$ cat config.mk
export PLATFORM = sky130hd
export DESIGN_NAME = instruction_sequencer
export DESIGN_NICKNAME = d
export VERILOG_FILES = /design/src/rtl/seq_pkg.sv /design/src/rtl/seq_decode.sv /design/src/rtl/instruction_sequencer.sv
export SDC_FILE = /design/constraint.sdc
export NUM_CORES = 1
export LEC_CHECK = 0
export ABC_AREA = 1
export BUFFER_PORTS_ARGS = -buffer_cell sky130_fd_sc_hd__buf_4
export CORE_ASPECT_RATIO = 0.7
export CORE_MARGIN = 10
export CORE_UTILIZATION = 34
export DETAILED_ROUTE_END_ITERATION = 12
export SYNTH_ARGS = -nofsm -noshare
export SYNTH_HDL_FRONTEND = slang
export SYNTH_SLANG_ARGS = --single-unit
$ cat constraint.sdc
create_clock -name in_clk -period 1.3 [get_ports in_clk]
set_input_delay 0.065 -clock in_clk [delete_from_list [all_inputs] [get_ports in_clk]]
set_output_delay 0.065 -clock in_clk [all_outputs]
set_load 0.03 [all_outputs]
$ cat src/rtl/seq_pkg.sv
// Shared definitions for the instruction sequencer: widths, field positions, opcodes, states.
// Latency: n/a (package only).
// Backpressure: n/a (package only).
package seq_pkg;

    localparam int ADDR_W  = 8;
    localparam int INSTR_W = 29;
    localparam int OP_W    = 5;
    localparam int FIELD_W = 8;

    // Most-significant bit of each instruction field
    localparam int OP_MSB   = 28;
    localparam int DEST_MSB = 23;
    localparam int SRC1_MSB = 15;
    localparam int SRC2_MSB = 7;

    localparam logic [OP_W-1:0] OP_NOP    = 5'h00;
    localparam logic [OP_W-1:0] OP_ALU_LO = 5'h01;
    localparam logic [OP_W-1:0] OP_ALU_HI = 5'h0F;
    localparam logic [OP_W-1:0] OP_JMP    = 5'h10;
    localparam logic [OP_W-1:0] OP_JZ     = 5'h11;
    localparam logic [OP_W-1:0] OP_HALT   = 5'h1F;

    typedef enum logic [2:0] {
        ST_IDLE      = 3'd0,
        ST_FETCH     = 3'd1,
        ST_DECODE    = 3'd2,
        ST_EXECUTE   = 3'd3,
        ST_WRITEBACK = 3'd4,
        ST_HALT      = 3'd5
    } state_t;

    // Decoded view of one instruction word
    typedef struct packed {
        logic [OP_W-1:0]    opcode;
        logic [FIELD_W-1:0] dest;
        logic [FIELD_W-1:0] src1;
        logic [FIELD_W-1:0] src2;
    } instr_t;

endpackage

$ cat src/rtl/seq_decode.sv
// Splits the latched instruction into fields and classifies the opcode.
// Latency: purely combinational.
// Backpressure: none.
module seq_decode
    import seq_pkg::*;
(
    input  logic [INSTR_W-1:0] ir,
    output logic [OP_W-1:0]    opcode,
    output logic [FIELD_W-1:0] dest,
    output logic [FIELD_W-1:0] src1,
    output logic [FIELD_W-1:0] src2,
    output logic               is_alu,
    output logic               is_jmp,
    output logic               is_jz,
    output logic               is_halt,
    output logic               is_illegal
);

    assign opcode = ir[OP_MSB   -: OP_W];
    assign dest   = ir[DEST_MSB -: FIELD_W];
    assign src1   = ir[SRC1_MSB -: FIELD_W];
    assign src2   = ir[SRC2_MSB -: FIELD_W];

    // Opcode classification; anything not recognised is flagged illegal
    always_comb begin
        is_alu     = 1'b0;
        is_jmp     = 1'b0;
        is_jz      = 1'b0;
        is_halt    = 1'b0;
        is_illegal = 1'b0;
        case (opcode)
            OP_NOP:  ;
            OP_JMP:  is_jmp  = 1'b1;
            OP_JZ:   is_jz   = 1'b1;
            OP_HALT: is_halt = 1'b1;
            default: begin
                if (opcode >= OP_ALU_LO && opcode <= OP_ALU_HI) begin
                    is_alu = 1'b1;
                end else begin
                    is_illegal = 1'b1;
                end
            end
        endcase
    end

endmodule

$ cat src/rtl/instruction_sequencer.sv
// Multi-cycle fetch/decode/execute/writeback control with PC, IR and jump handling.
// Latency: NOP/JMP/JZ/illegal 2 cycles, ALU op 4 cycles minimum.
// Backpressure: in_alu_ready low holds EXECUTE; no other flow control.
module instruction_sequencer
    import seq_pkg::*;
#(
    parameter logic [ADDR_W-1:0] RESET_PC = '0
) (
    input  logic               in_clk,
    input  logic               in_rst,
    input  logic               in_start,
    input  logic [INSTR_W-1:0] in_instruction,
    input  logic               in_alu_ready,
    input  logic               in_zero,
    output logic [ADDR_W-1:0]  out_add,
    output logic [OP_W-1:0]    out_opcode,
    output logic [FIELD_W-1:0] out_dest,
    output logic [FIELD_W-1:0] out_src1,
    output logic [FIELD_W-1:0] out_src2,
    output logic               out_alu_en,
    output logic               out_reg_we,
    output logic               out_halted,
    output logic               out_illegal,
    output logic [2:0]         out_state
);

    state_t              state_q;
    state_t              state_d;
    logic [ADDR_W-1:0]   pc_q;
    logic [ADDR_W-1:0]   pc_d;
    logic [ADDR_W-1:0]   pc_inc;
    logic [INSTR_W-1:0]  ir_q;
    logic                ir_load;

    logic                dec_alu;
    logic                dec_jmp;
    logic                dec_jz;
    logic                dec_halt;
    logic                dec_illegal;

    // Fields come straight from IR, so they only move when IR is reloaded in FETCH
    seq_decode u_decode (
        .ir         (ir_q),
        .opcode     (out_opcode),
        .dest       (out_dest),
        .src1       (out_src1),
        .src2       (out_src2),
        .is_alu     (dec_alu),
        .is_jmp     (dec_jmp),
        .is_jz      (dec_jz),
        .is_halt    (dec_halt),
        .is_illegal (dec_illegal)
    );

    // Natural ADDR_W-bit add wraps the PC at the top of program memory
    assign pc_inc    = pc_q + ADDR_W'(1);
    assign out_add   = pc_q;
    assign out_state = state_q;

    // State, PC and instruction registers; reset overrides any in-flight instruction
    always_ff @(posedge in_clk) begin
        if (in_rst) begin
            state_q <= ST_IDLE;
            pc_q    <= RESET_PC;
            ir_q    <= '0;
        end else begin
            state_q <= state_d;
            pc_q    <= pc_d;
            if (ir_load) begin
                ir_q <= in_instruction;
            end
        end
    end

    // Next-state, next-PC and strobe decode
    always_comb begin
        state_d     = state_q;
        pc_d        = pc_q;
        ir_load     = 1'b0;
        out_alu_en  = 1'b0;
        out_reg_we  = 1'b0;
        out_halted  = 1'b0;
        out_illegal = 1'b0;
        case (state_q)
            ST_IDLE: begin
                if (in_start) begin
                    state_d = ST_FETCH;
                    pc_d    = RESET_PC;
                end
            end
            ST_FETCH: begin
                ir_load = 1'b1;
                state_d = ST_DECODE;
            end
            ST_DECODE: begin
                out_illegal = dec_illegal;
                if (dec_alu) begin
                    state_d = ST_EXECUTE;
                end else if (dec_jmp) begin
                    pc_d    = ADDR_W'(out_src2);
                    state_d = ST_FETCH;
                end else if (dec_jz) begin
                    pc_d    = in_zero ? ADDR_W'(out_src2) : pc_inc;
                    state_d = ST_FETCH;
                end else if (dec_halt) begin
                    state_d = ST_HALT;
                end else begin
                    // NOP and illegal opcodes both just step to the next word
                    pc_d    = pc_inc;
                    state_d = ST_FETCH;
                end
            end
            ST_EXECUTE: begin
                out_alu_en = 1'b1;
                if (in_alu_ready) begin
                    state_d = ST_WRITEBACK;
                end
            end
            ST_WRITEBACK: begin
                out_reg_we = 1'b1;
                pc_d       = pc_inc;
                state_d    = ST_FETCH;
            end
            ST_HALT: begin
                out_halted = 1'b1;
                if (in_start) begin
                    state_d = ST_FETCH;
                    pc_d    = RESET_PC;
                end
            end
            default: begin
                state_d = ST_IDLE;
            end
        endcase
    end

endmodule

# == Word-level counts from Yosys, hierarchy flattened ==
# Index checks and enable logic that the tools add are counted.
# word_totals
elab_cells,52
output_inout_bits,44
register_bits,40
# classes
order_cmp,2
n_mux,26
n_reduce_logical,8
add_sub_neg,1
n_eq_ne,12
# ops
op,count
$mux 8,6
$pmux 8 s3,1
$mux 3,6
$eq 5x5->1 const B,3
$pmux 3 s5,1
$mux 1,12
$add 8x1->8 const B,1
$eq 3x2->1 const B,2
$eq 3x3->1 const B,2
$ge 5x1->1 const B,1
$le 5x4->1 const B,1
$logic_not 5->1,1
$ne 2x2->1 const B,2
$ne 4x4->1 const B,1
$reduce_and 4->1,1
$reduce_or 4->1,1
$eq 3x1->1 const B,1
$logic_not 3->1,1
$reduce_bool 3->1,1
$ne 2x1->1 const B,1
$reduce_and 2->1,1
$reduce_or 2->1,1
$logic_and 1x1->1,1

# == Logic depth before layout (Yosys ltp) ==
# Gate-level depths: netlist (run 1).
# depth
word_depth,7
depth_mapped,10
depth_no_buf,10

# == By module ==
# From an unflattened synthesis (run 1), not the netlist that was laid out.
# unflattened
hier_cells,317
area_unflattened_um2,2159.6
# modules_own_cells
mod,area_per_inst_um2,cells_per_inst,seq_area_each_um2,n_inst
instruction_sequencer,1870.5,275,800.8,1
seq_decode,289.0,42,0.0,1

# == Worst setup path before layout (run 1) ==
# No wires, ideal clock.
# synth_timing
kind,reg2reg
startpoint,"register state_q[0], in the netlist out_state[0]"
endpoint,"register pc_q[5], in the netlist out_add[5]"
arrival_time_ps,1473
setup_time_ps,115
path_buffers,1
slack_ps,-288
path_stages_with_launch,11
cell_sequence,dfxtp_1 inv_2 nor2_2 nor2_2 nand2_2 nand2_2 nor2_4 buf_6 nand2_1 nor2_1 nor2_1
# synth_between
elab_chain_cells,4
# synth_lines
element,line,source
from (decl),instruction_sequencer.sv:27,state_t state_q;
from (signal assigned),instruction_sequencer.sv:67,state_q <= state_d;
$eq 3x3->1 or $logic_not 3->1 (tied branches),instruction_sequencer.sv:84,case (state_q)
$reduce_or 2->1 (no line),n/a,
$ne 2x1->1 (no line) or $reduce_bool 3->1 (tied branches),n/a,
$reduce_and 4->1 (no line),n/a,
to (signal assigned),instruction_sequencer.sv:68,pc_q <= pc_d;
to (decl),instruction_sequencer.sv:29,logic [ADDR_W-1:0] pc_q;
# Several ways; a longest one is shown, not always the timed one.
# A chain may end at the register's enable or synchronous reset.

# == Final worst setup path (run 1) ==
# layout_timing
startpoint,"register state_q[0], in the netlist out_state[0]"
endpoint,register ir_q[7]
# layout_between
elab_chain_cells,2
# layout_lines
element,line,source
$eq 3x1->1,instruction_sequencer.sv:84,
$mux 1,instruction_sequencer.sv:84,
to (signal assigned),instruction_sequencer.sv:70,ir_q <= in_instruction;
to (decl),instruction_sequencer.sv:32,logic [INSTR_W-1:0] ir_q;
# Every way passes these cells.

==> impl_results.md, run 1 <==
- Syn nets: 310
- Grt total ovfl: 0
- Sequential share of the synthesized area: 0.430
- Fmax: 709 MHz
- Longest Clk Path Bufs: 2
- Synth area leader: dfxtp_1
- Area growth syn-to-layout: 81.1%
- Worst-margin pin slew: 243 ps
- Post-synth EDFFs: 0
- Tmin final: 1410 ps
- Clock share of power: 0.190
- Post-Route WL: 6.74 mm
- Port buffer count: just under 80
- CTS Buf Count: 5
- WP data arrival: roughly 1600 ps
- Syn avg cell area: 6.77 um^2
- Pint: approximately 2.8 mW
- Post-route cell area: roughly 3400 um^2
- Clock skew: 12.0 ps
- DR WL/cell: 14.0 um
- Clock-pin slew on the worst setup and hold paths: 90 ps
- Min-Delay Path Class: primary input to flip-flop
- Gp weighted congestion: 0.823
- Top-area cell type share of the netlist area: 0.430
- Nets: ~440
- Comb pwr share: 0.465
- DRT Pass-1 Iters: 4
- H-tree depth: 2
- Most frequent cells in the layout: buf_4 (97), nor2_1 (59), nand2_1 (31)
- Max cap viols: 0
- Outcome: finished with violations
- Largest net degree at the start of global routing: 25
- Setup CP Type: flip-flop to flip-flop
- Vias in the first global route: ~2,200
- Netlist cell types: 24
- Register share of total power: 0.345
- RSZ-0062 raised after global routing: true
- Static leakage: 1.60 nW
- Antenna diodes: 0
- Via density: 4.62
- Endpoints failing setup: 34
- CP max FO: 11
- Failing checks: negative setup slack
- VDD IR-drop max: 0.000657 V
- Net switching component of the power: 1.91 mW
- Final WS setup: -110 ps
- Max_slew headroom: 0.838
- Routed Antenna Nets: 0
- Die width: roughly 110 um
- Period utilization: 1.08
- Leading cell type in the layout, fill and taps excluded: buf_4
- Setup crit end kind: flip-flop
- Total global routing track utilization: 0.145
- Die ar.: 8880 um^2
- CP startpoint kind: flip-flop
- Global-route wire length before repair: 10.4 mm
- Share of layout cells above drive strength 1: 0.446
- Die Y: 81.9 um
- Power density cells: 1410 nW/um^2
- #FFs+latches synth: 40
- Antenna violations before repair: 0
- WP data required: 1500 ps
- TritonCTS Sinks: 40
- Rows: 22
- Synth Flop Type: dfxtp_1
- Synth warn: 0
- Iter 0 DRT Violations: 69
- Starting Density: 0.354
- Core Box Area: 5260 um^2
- Ranking of synthesized cells by area: dfxtp_1 (43%), nor2_1 (16%), o21ai_0 (8.6%)
- Post-Syn Area: 1860 um^2
- Root buf cell: clkbuf_8
- CTS tree: yes
- DR DRC count: 0
- Cells after Synth: about 280
- Synth async-reset ratio: 0
- Net Sw Frac: 0.403
- Vias: 2,217
- Hold Fails Final Rpt: 0
- Io pins: 78
- Worst skew pair latency: 300 ps
- Placed Area: 2690 um^2
- Post-DP HPWL: about 4.4 mm
- Final Max Slew Viols: 0
- Pre-CTS WS: -77.2 ps
==> cells by family (layout without fill, tap and decap cells) <==
kind of cell	Yosys count	after routing	share of synthesized area
AND/OR/NAND/NOR	142	143	0.324
AO/OA/AOI/OAI	53	53	0.147
flip-flops	40	40	0.430
buffers and inverters	37	169	0.0820
XOR/XNOR	2	2	0.00942
adder cells (fa/ha/maj)	1	1	0.00672
==> power by group through the flow <==
stage	clock (mW)	sequential, mW	combinational, mW
after floorplan	0	2.05	0.690
after detailed placement	0	1.65	1.81
after CTS	0.921	1.62	1.95
final	0.902	1.63	2.20
after global placement	0	1.64	1.80
after global routing	0.973	1.67	2.40
==> timing repair <==
| action | CTS | global route |
|---|---|---|
| pin swaps | 9 | 13 |
| cloned | 1 | 2 |
| gates resized for setup | 12 | 49 |
| setup buffers | 3 | 7 |
| hold buffers | 24 | 0 |
| endpoints found under the setup margin | 29 | 44 |
| endpoints found under the hold margin | 25 | 0 |
==> synth_stat cells (2+ instances only) <==
cell type	number
a21oi_1	12
buf_2	4
clkbuf_1	3
dfxtp_1	40
inv_1	22
inv_2	5
nand2_1	35
nand2_2	5
nand3_1	10
nand4_1	5
nor2_1	78
nor2_2	3
nor2_4	2
nor3_1	3
o21ai_0	32
o21ai_1	7
xnor2_1	2
==> critical path, stage by stage, from the launching register on <==
cell and delay [ps]:
dfxtp_4 380, inv_6 40, nor2_4 190, inv_2 90, nor2_4 140, inv_4 90, buf_12 150, o21ai_1 160
a21oi_1 70
==> final timing paths <==
check | startpoint | endpoint | slack (ps) | depth (start not counted)
min | in_instruction[23] | ir_q[23]$_SDFFE_PP0N_ | 9 | 3
min reg2reg | ir_q[3]$_SDFFE_PP0N_ | ir_q[3]$_SDFFE_PP0N_ | 480 | 2
max reg2reg | out_state[0]$_SDFFE_PP0P_ | ir_q[7]$_SDFFE_PP0N_ | -110 | 8
max | out_state[0]$_SDFFE_PP0P_ | ir_q[7]$_SDFFE_PP0N_ | -110 | 8
==> registers in the layout, summed over array words and instances, names as in the netlist <==
register   count
ir_q          29
out_add        8
out_state      3
==> cell type report <==
type	count	area, um^2
flip-flops and latches	40	826
well taps	72	90.1
repair buffers	134	1170
inverters	27	109
clock buffers	6	82.6
clock inverters	2	13.8
fillers	472	1890
multi-input cells	199	1080
==> layer usage <==
layer	GRT usage	share of wire	vias up
met5	0	0	-
met1	0.170	0.42	1004
met3	0.0649	0.10	7
met4	0.0354	0.0091	0
li1	-	-	1139
met2	0.240	0.47	67
==> per-stage QoR <==
| step | cells | utilization | TNS (ps) | hold WS [ps] | power (mW) |
|---|---|---|---|---|---|
| CTS | 471 | 0.589 | -118 | 2.48 | 4.49 |
| finish | 480 | 0.641 | -944 | 9.12 | 4.74 |
| floorplan | 275 | - | -391 | 124 | 2.74 |
| global placement | 435 | 0.512 | -304 | 234 | 3.45 |
| detailed placement | 435 | 0.512 | -406 | 238 | 3.45 |
| global route | 480 | 0.641 | -4420 | 18.6 | 5.04 |
No activity file was read; power rests on OpenSTA's default activity.
==> run 2: changes to the inputs <==
--- a/config.mk
+++ b/config.mk
@@ -13,4 +13,5 @@
 export DETAILED_ROUTE_END_ITERATION = 12
 export SYNTH_ARGS = -nofsm -noshare
 export SYNTH_HDL_FRONTEND = slang
+export SYNTH_HIERARCHICAL = 1
 export SYNTH_SLANG_ARGS = --single-unit
==> constraint.sdc (replaced) <==
create_clock -name in_clk -period 1.3 [get_ports in_clk]
set_input_delay 0.26 -clock in_clk [delete_from_list [all_inputs] [get_ports in_clk]]
set_output_delay 0.26 -clock in_clk [all_outputs]
set_load 0.03 [all_outputs]
==> run 2 against run 1 <==
The flow still finishes with violations (negative setup slack). Synthesized cell count increased by 15%. Via count increased by 3.8%. Count of clock-buffer cells in the layout increased by 2.
==> impl_results.md, run 2 <==
- WP data arrival: 1350 ps (-260 ps)
- Longest Clk Path Bufs: 2 (unchanged)
- Io pins: 78 (unchanged)
- Clock skew: 8.32 ps (-3.65 ps)
- Cells after Synth: 317 (+15%)
- Layout Cells excl Fill: 479 (-0.21%)
- Tmin final: 1610 ps (+201 ps)
- Met2 Resource Use GR: 0.191 (-0.0485)
- Core Box Area: 6190 um^2 (+18%)
- Sequential share of the synthesized area: 0.371 (-0.0596)
- Leading cell type in the layout, fill and taps excluded: buf_4
- Synth async-reset ratio: 0 (unchanged)
- Final Max Slew Viols: 0 (unchanged)
- WP buf/inv: 3 (-1)
- Setup crit end kind: primary output
- CP max FO: 5 (-6)
- FF-to-FF Start: ir_q[25]$_SDFFE_PP0N_
- Comb pwr share: 0.409 (-0.056)
- Power density cells: 1230 nW/um^2 (-13%)
- TritonCTS Sinks: 40 (unchanged)
- Gp weighted congestion: 0.845 (+2.8%)
- Routed Antenna Nets: 0 (unchanged)
- Outcome: finished with violations
- Rows: 24 (+9.1%)
- Synth warn: 6 (+6)
- CTS Buf Count: 5 (unchanged)
- Pint: 2.57 mW (-9.3%)
- Top-area cell type share of the netlist area: 0.371 (-0.0596)
- Fmax: 621 MHz (-12%)
- Ranking of synthesized cells by area: dfxtp_1 (37%), nand2_1 (12%), nand3_1 (11%)
- Hold path depth: 3 (unchanged)
- Vias: 2,301 (+3.8%)
- Min-Delay Path Class: primary input to flip-flop
- Max cap viols: 0 (unchanged)
- DRT Pass-1 Iters: 4 (unchanged)
- Count leader, synth: nand2_1
- Netlist cell types: 29 (+21%)
- Post-Route WL: 7.30 mm (+8.4%)
- Met3 Use GR: 0.0628 (-0.00209)
- Crit path max-delay family: buffers and inverters
- Critical-path top delay cell: dfxtp_4
- Worst-margin pin slew: 368 ps (+125 ps)
- Endpoints failing setup: 14 (-59%)
- Setup CP Type: flip-flop to primary output
- Post-DP HPWL: 5.09 mm (+14%)
- Number of hold-repair buffers added at the cts stage: 0 (-100%)
- Net Sw Frac: 0.368 (-0.0346)
- Die width: 115 um (+6.3%)
- Global-route wire length before repair: 11.1 mm (+6.0%)
- Die Y: 86.7 um (+5.8%)
- Synth Flop Type: dfxtp_1
- Pre-CTS WS: -199 ps (-122 ps)
- DR DRC count: 0 (unchanged)
- Final WS setup: -311 ps (-201 ps)
- RSZ-0062 raised after global routing: true
- Die ar.: 9990 um^2 (+13%)
- Antenna violations before repair: 0 (unchanged)
- Syn nets: 352 (+14%)
- Clock share of power: 0.225 (+0.035)
- Hold path startpoint: in_instruction[9]
- Static leakage: 1.46 nW (-8.9%)
- Starting Density: 0.349 (-0.00477)
- Antenna diodes: 0 (unchanged)
- Via density: 4.80 (+4.0%)
- Grt met1 use: 0.183 (+0.0122)
- Post-Syn Area: 2160 um^2 (+16%)
- Crit path launch: out_state[0]$_SDFFE_PP0P_
- Busiest grt layer: met2
- Vias in the first global route: 2,210 (+1.5%)
- Port buffer count: 77 (unchanged)
- Root buf cell: clkbuf_8
- Synth area leader: dfxtp_1
- #FFs+latches synth: 40 (unchanged)
- Nets: 435 (-1.6%)
- CP max stage delay: 390 ps (about the same)
- Synth top cells by count: nand2_1 (71), nand3_1 (46), dfxtp_1 (40), a21oi_1 (39), buf_4 (30)
- Hold Fails Final Rpt: 0 (unchanged)
- WP data required: 1040 ps (-460 ps)
- Register share of total power: 0.366 (+0.021)
- Syn avg cell area: 6.81 um^2 (+0.69%)
- Register bank with the most flops: ir_q
- Most frequent cells in the layout: buf_4 (98), nand2_1 (60), nand3_1 (42)
- Max reg flops: 29 (unchanged)
- Net switching component of the power: 1.50 mW (-22%)
- CP Cell Sequence: inv_4, nand3_1, buf_4, nor2_2, buf_6
- Area growth syn-to-layout: 53.1%
- Failing checks: negative setup slack
- Period utilization: 1.24 (+0.154)
- CP Depth: 5 (-3)
- Clock-pin slew on the worst setup and hold paths: 80 ps (about the same)
- Reg2Reg Depth: 12 (+4)
- Share of layout cells above drive strength 1: 0.479 (+0.0327)
- Total global routing track utilization: 0.135 (-0.00997)
- Largest net degree at the start of global routing: 21 (-16%)
- Grt total ovfl: 0 (unchanged)
- DR WL/cell: 15.2 um (+8.6%)
- Worst skew pair latency: 290 ps (about the same)
- Dpl cells: 457 (+5.1%)
- Iter 0 DRT Violations: 92 (+33%)
- Post-synth EDFFs: 0 (unchanged)
- H-tree depth: 2 (unchanged)
- CTS tree: yes
- Max_slew headroom: 0.754 (-0.0842)
- CP startpoint kind: flip-flop
- VDD IR-drop max: 0.000616 V (-6.2%)
==> run 2: changes by cell type after synthesis, moves of 2 or more <==
cell / previous run / this run
nor2_1: 78 / 21
nand2_1: 35 / 71
nand3_1: 10 / 46
nand2_2: 5 / 2
nand4_1: 5 / 1
inv_2: 5 / 3
o21ai_0: 32 / 12
buf_1: 1 / 3
buf_4: 0 / 30
a21oi_1: 12 / 39
inv_1: 22 / 20
clkbuf_1: 3 / 7
o21ai_1: 7 / 1
==> run 2: layer usage <==
metal	vias to the layer above	routed length (um)
li1	1165	-
met1	1050	3330
met2	79	3140
met3	7	779
met4	0	57
met5	-	0
==> run 2: logic make-up after synthesis <==
group,Yosys count,share of synthesized area
buf+inv,67,0.171
fa+ha+maj,1,0.00579
flops,40,0.371
compound gates,55,0.130
xor+xnor,2,0.00811
simple gates,152,0.314
==> run 2: through the flow <==
step / TNS [ps] / hold slack [ps] / util / power [mW] / cell area (um^2)
6_report: -2800 / 241 / 0.535 / 4.06 / 3310
5_1_grt: -4540 / 232 / 0.535 / 4.30 / 3310
3_5_place_dp: -1110 / 456 / 0.461 / 2.90 / 2850
4_1_cts: -1920 / 235 / 0.498 / 3.91 / 3080
3_3_place_gp: -767 / 448 / 0.461 / 2.88 / 2850
2_1_floorplan: -193 / 418 / - / 2.40 / 2220
==> run 2: final timing paths <==
check	slack [ps]	end
max	-310	out_illegal
max reg2reg	-270	out_add[3]$_SDFFE_PP0P_
min	240	ir_q[9]$_SDFFE_PP0N_
min reg2reg	460	ir_q[21]$_SDFFE_PP0N_
==> run 2: repair_timing <==
item                       CTS  global route
pin swaps                   13            19
gates cloned                 1             1
setup endpoints to repair   15            23
gates resized for setup     28            48
setup buffers                5             8
==> run 2: tightest hold or removal path: stages <==
cell	delay, ps
buf_4	110
nand3_1	70
a21oi_1	60
==> run 2: final cells by class <==
cell class                      instances  area [um^2]
Clock buffer                            8          100
Fill cell                             617         2880
Inverter                               23         98.8
Multi-Input combinational cell        210         1170
Sequential cell                        40          832
Tap cell                               78         97.6
Timing Repair Buffer                  120         1000
==> run 2: power groups by stage <==
stage | registers [mW] | clock network (mW) | logic, mW
final | 1.49 | 0.914 | 1.66
after global routing | 1.51 | 0.999 | 1.79
after CTS | 1.48 | 0.941 | 1.49
after detailed placement | 1.50 | 0 | 1.40
after global placement | 1.50 | 0 | 1.39
after floorplan | 1.55 | 0 | 0.852
